`src/rtl/watch_display_scanner.sv`:
```
// watch_display_scanner: scans four 7-segment digits from a per-frame snapshot
// of the clock (HH:MM) or stopwatch (MM:SS). The display blinks while the alarm sounds.
// Ports: clk, rst (async active-low); the clock BCD digits; alarm_sound; sw_sel;
//   sw_min_in/sw_sec_in (binary); seg_out {g..a}; dp_out; an_out (one-hot, bit0 = right);
//   frame_done (1-cycle pulse at the end of each frame).
// Option: LEADING_ZERO_BLANK_EN blanks the segments of a zero in the leftmost digit.
module watch_display_scanner #(
  parameter int SCAN_DIV       = 1000,
  parameter int BLANK_CYC      = 4,
  parameter int BLINK_FRAMES   = 64,
  parameter int SEG_ACTIVE_LOW = 0
) (
  input  logic       clk,
  input  logic       rst,
  input  logic [1:0] tens_hours_in,
  input  logic [3:0] units_hours_in,
  input  logic [2:0] tens_minutes_in,
  input  logic [3:0] units_minutes_in,
  input  logic       alarm_sound,
  input  logic       sw_sel,
  input  logic [5:0] sw_min_in,
  input  logic [5:0] sw_sec_in,
  output logic [6:0] seg_out,
  output logic       dp_out,
  output logic [3:0] an_out,
  output logic       frame_done
);

  localparam int CW = $clog2(SCAN_DIV);
  localparam int BW = $clog2(BLINK_FRAMES);
  localparam logic [CW-1:0] CNT_MAX = CW'(SCAN_DIV - 1);
  localparam logic [CW-1:0] BLANK_N = CW'(BLANK_CYC);
  localparam logic [BW-1:0] BLK_MAX = BW'(BLINK_FRAMES - 1);
  localparam logic [BW-1:0] BLK_HALF = BW'(BLINK_FRAMES / 2);
  localparam logic INV = (SEG_ACTIVE_LOW != 0);

  logic [CW-1:0] cnt_q, cnt_d;
  logic [1:0]    idx_q, idx_d;
  logic [BW-1:0] blink_q, blink_d;

  logic [1:0] sh_th_q;
  logic [3:0] sh_uh_q;
  logic [2:0] sh_tm_q;
  logic [3:0] sh_um_q;
  logic       sh_al_q;
  logic       sh_sel_q;
  logic [5:0] sh_min_q;
  logic [5:0] sh_sec_q;

  logic [6:0] seg_q, seg_d;
  logic       dp_q, dp_d;
  logic [3:0] an_q, an_d;

  logic       frame_end;
  logic [3:0] dig_v;
  logic       dig_bad;
  logic [5:0] fld;
  logic       an_en;

  function automatic logic [6:0] seg7(input logic [3:0] v);
    logic [6:0] s;
    s = 7'h00;
    case (v)
      4'd0: s = 7'h3F;
      4'd1: s = 7'h06;
      4'd2: s = 7'h5B;
      4'd3: s = 7'h4F;
      4'd4: s = 7'h66;
      4'd5: s = 7'h6D;
      4'd6: s = 7'h7D;
      4'd7: s = 7'h07;
      4'd8: s = 7'h7F;
      4'd9: s = 7'h6F;
      default: s = 7'h00;
    endcase
    return s;
  endfunction

  always_comb begin
    frame_end = (cnt_q == CNT_MAX) && (idx_q == 2'd3);
    cnt_d = cnt_q + CW'(1);
    idx_d = idx_q;
    if (cnt_q == CNT_MAX) begin
      cnt_d = '0;
      idx_d = idx_q + 2'd1;
    end
    blink_d = blink_q;
    if (frame_end) begin
      blink_d = (blink_q == BLK_MAX) ? '0 : blink_q + BW'(1);
    end
  end

  // Digit selection from the shadow copy.
  always_comb begin
    dig_v = '0;
    dig_bad = 1'b0;
    fld = '0;
    if (!sh_sel_q) begin
      unique case (idx_q)
        2'd0: dig_v = sh_um_q;
        2'd1: dig_v = {1'b0, sh_tm_q};
        2'd2: dig_v = sh_uh_q;
        default: dig_v = {2'b00, sh_th_q};
      endcase
    end else begin
      fld = idx_q[1] ? sh_min_q : sh_sec_q;
      dig_bad = (fld > 6'd59);
      dig_v = idx_q[0] ? 4'(fld / 6'd10) : 4'(fld % 6'd10);
    end
  end

  always_comb begin
    seg_d = dig_bad ? 7'h40 : seg7(dig_v);
`ifdef LEADING_ZERO_BLANK_EN
    if (idx_q == 2'd3 && !dig_bad && dig_v == 4'd0) begin
      seg_d = 7'h00;
    end
`endif
    // Anti-ghost gap at slot start; alarm blink dims the second half period.
    an_en = (cnt_q >= BLANK_N) && !(sh_al_q && (blink_q >= BLK_HALF));
    an_d = an_en ? (4'b0001 << idx_q) : 4'b0000;
    dp_d = an_en && (idx_q == 2'd2);
  end

  always_ff @(posedge clk or negedge rst) begin
    if (!rst) begin
      cnt_q <= '0;
      idx_q <= '0;
      blink_q <= '0;
      sh_th_q <= '0;
      sh_uh_q <= '0;
      sh_tm_q <= '0;
      sh_um_q <= '0;
      sh_al_q <= 1'b0;
      sh_sel_q <= 1'b0;
      sh_min_q <= '0;
      sh_sec_q <= '0;
      seg_q <= '0;
      dp_q <= 1'b0;
      an_q <= '0;
    end else begin
      cnt_q <= cnt_d;
      idx_q <= idx_d;
      blink_q <= blink_d;
      seg_q <= seg_d;
      dp_q <= dp_d;
      an_q <= an_d;
      if (frame_end) begin
        sh_th_q <= tens_hours_in;
        sh_uh_q <= units_hours_in;
        sh_tm_q <= tens_minutes_in;
        sh_um_q <= units_minutes_in;
        sh_al_q <= alarm_sound;
        sh_sel_q <= sw_sel;
        sh_min_q <= sw_min_in;
        sh_sec_q <= sw_sec_in;
      end
    end
  end

  assign seg_out = seg_q ^ {7{INV}};
  assign dp_out = dp_q ^ INV;
  assign an_out = an_q ^ {4{INV}};
  assign frame_done = frame_end;

endmodule

```
`config.mk`:
```
export PLATFORM = sky130hd
export DESIGN_NAME = watch_display_scanner
export DESIGN_NICKNAME = d
export VERILOG_FILES = /design/src/rtl/watch_display_scanner.sv
export SDC_FILE = /design/constraint.sdc
export NUM_CORES = 1
export LEC_CHECK = 0
export ABC_CLOCK_PERIOD_IN_PS = 3600
export BUFFER_PORTS_ARGS = -buffer_cell sky130_fd_sc_hd__buf_2
export CORE_ASPECT_RATIO = 1.2
export CORE_MARGIN = 2
export CORE_UTILIZATION = 30
export CTS_BUF_LIST = sky130_fd_sc_hd__clkbuf_4 sky130_fd_sc_hd__clkbuf_8 sky130_fd_sc_hd__clkbuf_16
export CTS_CLUSTER_SIZE = 24
export DETAILED_ROUTE_END_ITERATION = 16
export PLACE_DENSITY_LB_ADDON = 0.3
export SLEW_MARGIN = 20
export SYNTH_ARGS = -nofsm -noshare
export SYNTH_HDL_FRONTEND = slang
export SYNTH_SLANG_ARGS = --single-unit
```
`constraint.sdc`:
```
create_clock -name clk -period 3.6 [get_ports clk]
set_input_delay 0.36 -clock clk [delete_from_list [all_inputs] [get_ports clk]]
set_output_delay 0.36 -clock clk [all_outputs]
set_load 0.1 [all_outputs]
```
# == Word level (Yosys, flattened, before mapping) ==
# Memories as Yosys holds them, arrays and structs flattened.
# Cells that the tools add are included.
# word_totals
reg_bits,57
romBits,112
input_bits,29
output_inout_bits,13
wordCells,44
mem_count,1
# memory_table
name,depth,width,read_ports,rd_ports_with_merged_regs,write_ports,line_no,text
(no name shown),16,7,1,0,0,63,case (v)
# op_classes
add_sub_neg,3
div_mod_pow,2
magnitude_cmp,3
n_eq_ne,5
n_shift,1
muxes,9
reduce_logical,6
# op_table
cell,count
4-bit 2-to-1 mux,3
6-bit 2-to-1 mux,2
4-bit case mux with 3 select lines,1
"10-bit by 1-bit adder with 10-bit output, second input constant",1
"10-bit == test, second input constant",1
"10-bit by 3-bit greater-or-equal comparator with 1-bit output, second input constant",1
10-bit 2-to-1 mux,1
7-bit 2-to-1 mux,1
"6-bit by 1-bit adder with 6-bit output, second input constant",1
"6-bit by 4-bit divider with 6-bit output, second input constant",1
"6-bit == test, second input constant",1
"6-bit greater-or-equal comparator, second input constant",1
"6-bit > comparator, second input constant",1
"6-bit by 4-bit modulo with 6-bit output, second input constant",1
"2-bit == test, second input constant",2
1-bit logical AND,4
"1-bit by 2-bit left shift with 4-bit output, first input constant",1
"2-bit by 1-bit adder with 2-bit output, second input constant",1
"2-bit by 1-bit == test with 1-bit output, second input constant",1
2-bit logical NOT,1
1-bit logical NOT,1
1-bit 2-to-1 mux,1

# == Depth between registers and ports, before layout ==
# An unclocked memory read counts as a cell.
# logic_depth
depth_word,6
depth_mapped,15
mapped_depth_nobuf,14

# == Worst setup path before layout ==
# OpenSTA, ideal clock, no wires.
# synth_timing
path_type,flip-flop to flip-flop
startpoint,register idx_q[1]
endpoint,register seg_q[3] (netlist: seg_out[3])
setup_ns,0.082
arrival_ns,3.370
required_time_ns,3.518
path_slack_ns,0.148
stages_incl_launch_ff,15
period_less_slack_ns,3.452
path_cell_list,dfrtp_1 buf_6 mux2_4 inv_2 ha_1 nand2b_1 a211o_2 a21oi_2 nor3_1 o21ai_0 a311oi_2 inv_1 ha_1 or3_1 a31oi_1
# synth_between
elab_chain_cells,6
# synth_rtl
element,line_no,text
from (decl),38,"logic [1:0] idx_q, idx_d;"
from (signal assigned),143,idx_q <= idx_d;
6-bit 2-to-1 mux,106,fld = idx_q[1] ? sh_min_q : sh_sec_q;
6-bit by 4-bit modulo with 6-bit output / 6-bit by 4-bit divider with 6-bit output (equally long branches),108,dig_v = idx_q[0] ? 4'(fld / 6'd10) : 4'(fld % 6'd10);
4-bit 2-to-1 mux,108,
4-bit 2-to-1 mux,98,if (!sh_sel_q) begin
memory read 16 x 7 bit,-,
7-bit 2-to-1 mux (*),113,seg_d = dig_bad ? 7'h40 : seg7(dig_v);
named net seg_d[3],50,"logic [6:0] seg_q, seg_d;"
to (signal assigned),145,seg_q <= seg_d;
to (decl),50,
# The timed path passes the listed nets; every way through them passes the cells marked *.
# A chain may end at the register's enable or synchronous reset.

# == Worst setup path in the final report ==
# Ends and elaborated chain as after synthesis.

==> summary.md <==
| Metric | Value |
|---|---|
| FMAX | 299 MHz |
| RSZ-0062 raised after global routing | no |
| Placed Cells | 487 |
| EDFF count, synth | 0 |
| Cell with the most instances after synthesis | nand2_1 |
| Slowest CP cell | dfrtp_1 |
| Multiplexer share of the synthesized area | 4.66% |
| Rows | 39 |
| Total number of yosys warnings | 0 |
| Die width | 95.0 um |
| Fin nets | 414 |
| Max H-tree Level | 2 |
| Clock skew | approximately 0.0062 ns |
| Maximum VDD drop | ~270 uV |
| Reg-to-reg slack, setup | 0.25 ns |
| Most common cell on crit path | ha_1 |
| Worst path max stage delay | about 0.43 ns |
| Post-Syn Nets | 370 |
| Post-synthesis sequential area ratio | a little under half |
| Hold Crit Class | primary input to asynchronous set/reset pin |
| Lkg Pwr | between 0.0015 and 0.002 uW |
| Post-synth ARST share | 100% |
| Largest net degree at the start of global routing | 34 |
| Clock root cell | clkbuf_16 |
| Power Density | between 300 and 400 nW/um^2 |
| Initial cell density of the core | 31.0% |
| Routed via count | 2337 |
| Post-route ant nets | 0 |
| Die span in y | 113 um |
| Worst Hold Slack | 0.0452 ns |
| Synth top area cells | dfrtp_1, nand2_1, ha_1 |
| Non-filler cells, final | 495 |
| Clock tree sinks | 56 |
| Slew @ Worst Pin | 0.531 ns |
| TritonCTS Buffers | 5 |
| Required time worst endpoint | 3.80 ns |
| Clk slew on worst S/H paths | 0.07 ns |
| PortBufs | 41 |
| Max-slew violation count | 0 |
| Floorplan core area | roughly 9600 sq um |
| Period minus WS final | 3.35 ns |
| Tcrit/Tclk final | between 90% and 100% |
| Post-DR vias/cell | approximately 4.7 |
| Worst Path Arrival | 3.55 ns |
| All-Layer GR Usage | a little under an eighth |
| Mapped Area | around 3000 sq um |
| Status | finished, final reports clean |
| Antenna violations before repair | 0 |
| RR Endpoint | seg_out[3]$_DFF_PN0_ |
| Filler cells | 985 |
| Final Hold Viols | 0 |
| DRC | 0 |
| Post-CTS Setup Bufs | 0 |
| Synth Area in Compound Gates | 12.6% |
| Total global routing overflow | 0 |
| Relative max-transition margin | 63.6% |
| Vias in the first global route | 2203 |
| DIE AREA | 10700 sq um |
| Maxcap violations | 0 |
| Combinational family with the most area after synthesis | simple AND/OR/NAND/NOR gates |
| Setup TNS | 0 ns |
| Final setup violation count | 0 |
| Global-route wire length before repair | slightly above 10000 um |
| CTS tree | done |
| Flops & latches, synth | 56 |
| Dominant cell type by area after synthesis | dfrtp_1 |
| Avg Cell Area, Syn | about 9.1 sq um |
| DR pass1 iterations | 4 |
| GP Congestion | 0.740 |
| Worst skew pair latency | 0.29 ns |
| Unique cell type count in the Yosys netlist | 51 |
| Synth Area in Simple Gates | 23.2% |
| Routed WL per cell | 12.2 um |
| Tot Pwr | 1130 uW |
| Main synth FF type | dfrtp_1 |
| Critical path launch point type | register |
| Cells along the critical path | mux2_4 -> inv_2 -> ha_1 -> nand2b_1 -> a211o_2 -> a21oi_2 -> nor3_2 -> o21ai_0 -> a311oi_2 -> inv_1 -> ha_1 -> or3_1 -> a31oi_1 |
| Area share of fa/ha/maj cells after synthesis | slightly below 6% |
| Largest buffer count on any clock path | 2 |
| Crit path capture type | register |
| # diodes | 0 |
| I/O pins | 42 |
| Synth Area in XOR/XNOR | approximately 2.6% |
| Area growth, synth to finish | 17.6% |
| Critical-path maximum fanout | 8 |
| Most frequent cells after synthesis | nand2_1, dfrtp_1, nor2_1 |
| Number of DRC markers in iteration 0 | between 90 and 100 |
| Critical path type | register to register |
| Share of layout cells above drive strength 1 | 20.2% |
| Cells after synthesis | 327 |
| Worst-case reg-to-reg path depth | 13 |
| Worst r2r src | idx_q[1]$_DFFE_PN0N_ |
| DRT Wirelength | roughly 6000 um |
| Post-synth top area share | between 40% and 50% |
| Post-DP HPWL | ~4500 um |
## registers in the layout (all words and copies together) (netlist names)
| name | flops |
|---|---|
| an_out | 4 |
| blink_q | 6 |
| cnt_q | 10 |
| idx_q | 2 |
| seg_out | 7 |
| sh_al_q | 1 |
| sh_min_q | 6 |
| sh_sec_q | 6 |
| sh_sel_q | 1 |
| sh_th_q | 2 |
| sh_tm_q | 3 |
| sh_uh_q | 4 |
| sh_um_q | 4 |
## layout by cell type, fill, tap and decap left out, drive strengths merged, types with 2 or more instances in the layout
| cell type | Yosys | final |
|---|---|---|
| nand2 | 97 | 97 |
| dfrtp | 56 | 56 |
| buf | 4 | 49 |
| nor2 | 17 | 17 |
| ha | 14 | 14 |
| o21ai | 13 | 13 |
| a21oi | 13 | 13 |
| inv | 12 | 12 |
| nand3 | 9 | 9 |
| mux2 | 7 | 7 |
| a31oi | 6 | 6 |
| or3 | 6 | 6 |
| and2 | 6 | 6 |
| clkbuf | 8 | 6 |
| and3 | 5 | 5 |
| xnor2 | 5 | 5 |
| nor3 | 5 | 5 |
| xor2 | 4 | 4 |
| mux2i | 4 | 4 |
| o211ai | 3 | 3 |
| a222oi | 3 | 3 |
| nor2b | 3 | 3 |
| a21o | 3 | 3 |
| clkinv | 1 | 3 |
| o311ai | 2 | 2 |
| nor4 | 2 | 2 |
| nand4 | 2 | 2 |
| o31ai | 2 | 2 |
| a211o | 2 | 2 |
## cells by family (layout without fill, tap and decap cells)
| family | after synthesis | after routing |
|---|---|---|
| flops | 56 | 56 |
| fa+ha+maj | 14 | 14 |
| compound gates | 55 | 55 |
| xor+xnor | 9 | 9 |
| simple gates | 157 | 157 |
| mux | 11 | 11 |
| buf+inv | 25 | 70 |
## worst max path at each step
stage                               from              endpoint  cells past startpoint
global route        idx_q[1]$_DFFE_PN0N_  seg_out[5]$_DFF_PN0_                     13
CTS                 idx_q[1]$_DFFE_PN0N_  seg_out[3]$_DFF_PN0_                     13
detailed placement  idx_q[1]$_DFFE_PN0N_  seg_out[3]$_DFF_PN0_                     13
finish              idx_q[1]$_DFFE_PN0N_  seg_out[3]$_DFF_PN0_                     13
floorplan           idx_q[1]$_DFFE_PN0N_  seg_out[3]$_DFF_PN0_                     14
global placement    idx_q[1]$_DFFE_PN0N_  seg_out[3]$_DFF_PN0_                     13
## where the power goes
| group | internal (uW) | switching, uW |
|---|---|---|
| clock network | 274 | 203 |
| registers | 629 | 0 |
| logic | 11.5 | 15.9 |
## metal layers
| metal | GRT usage, % | up-vias | part of all wire, % |
|---|---|---|---|
| met4 | 4.25 | 0 | 1.3 |
| met3 | 2.26 | 4 | 4.5 |
| met1 | 17.1 | 1074 | 51 |
| met5 | 0 | - | 0 |
| li1 | - | 1205 | - |
| met2 | 17.9 | 54 | 43 |
## stage by stage
stage	area (sq um)	util (%)	worst slack (ns)
2_1_floorplan	2980	-	0.148
5_1_grt	3500	36.4	0.00562
3_5_place_dp	3350	34.8	0.122
3_3_place_gp	3350	34.8	0.266
4_1_cts	3500	36.4	0.109
6_report	3500	36.4	0.255
## critical path, delay by kind of cell (launching register included)
| family | cells | cell delay [ns] |
|---|---|---|
| adders and majority gates | 2 | 0.54 |
| DFF | 1 | 0.43 |
| AOI/OAI and AO/OA | 5 | 0.85 |
| and+or+nand+nor | 3 | 0.85 |
| buffers and inverters | 2 | 0.22 |
| muxes | 1 | 0.36 |
## layout make-up
type	instances	area, sq um	area share [%]
multi-input combinational	246	1460	41.8
sequential	56	1400	40.0
timing repair buffer	49	280	8.01
tap	123	154	4.40
clock buffer	6	139	3.97
inverter	13	53.8	1.54
clock inverter	2	10.0	0.286
## timing repair
item | 4_1_cts | 5_1_grt
setup endpoints to repair | 0 | 4
hold buffers | 0 | 0
gates resized for setup | 0 | 1
Note: power is estimated with default switching activity, not from simulation.
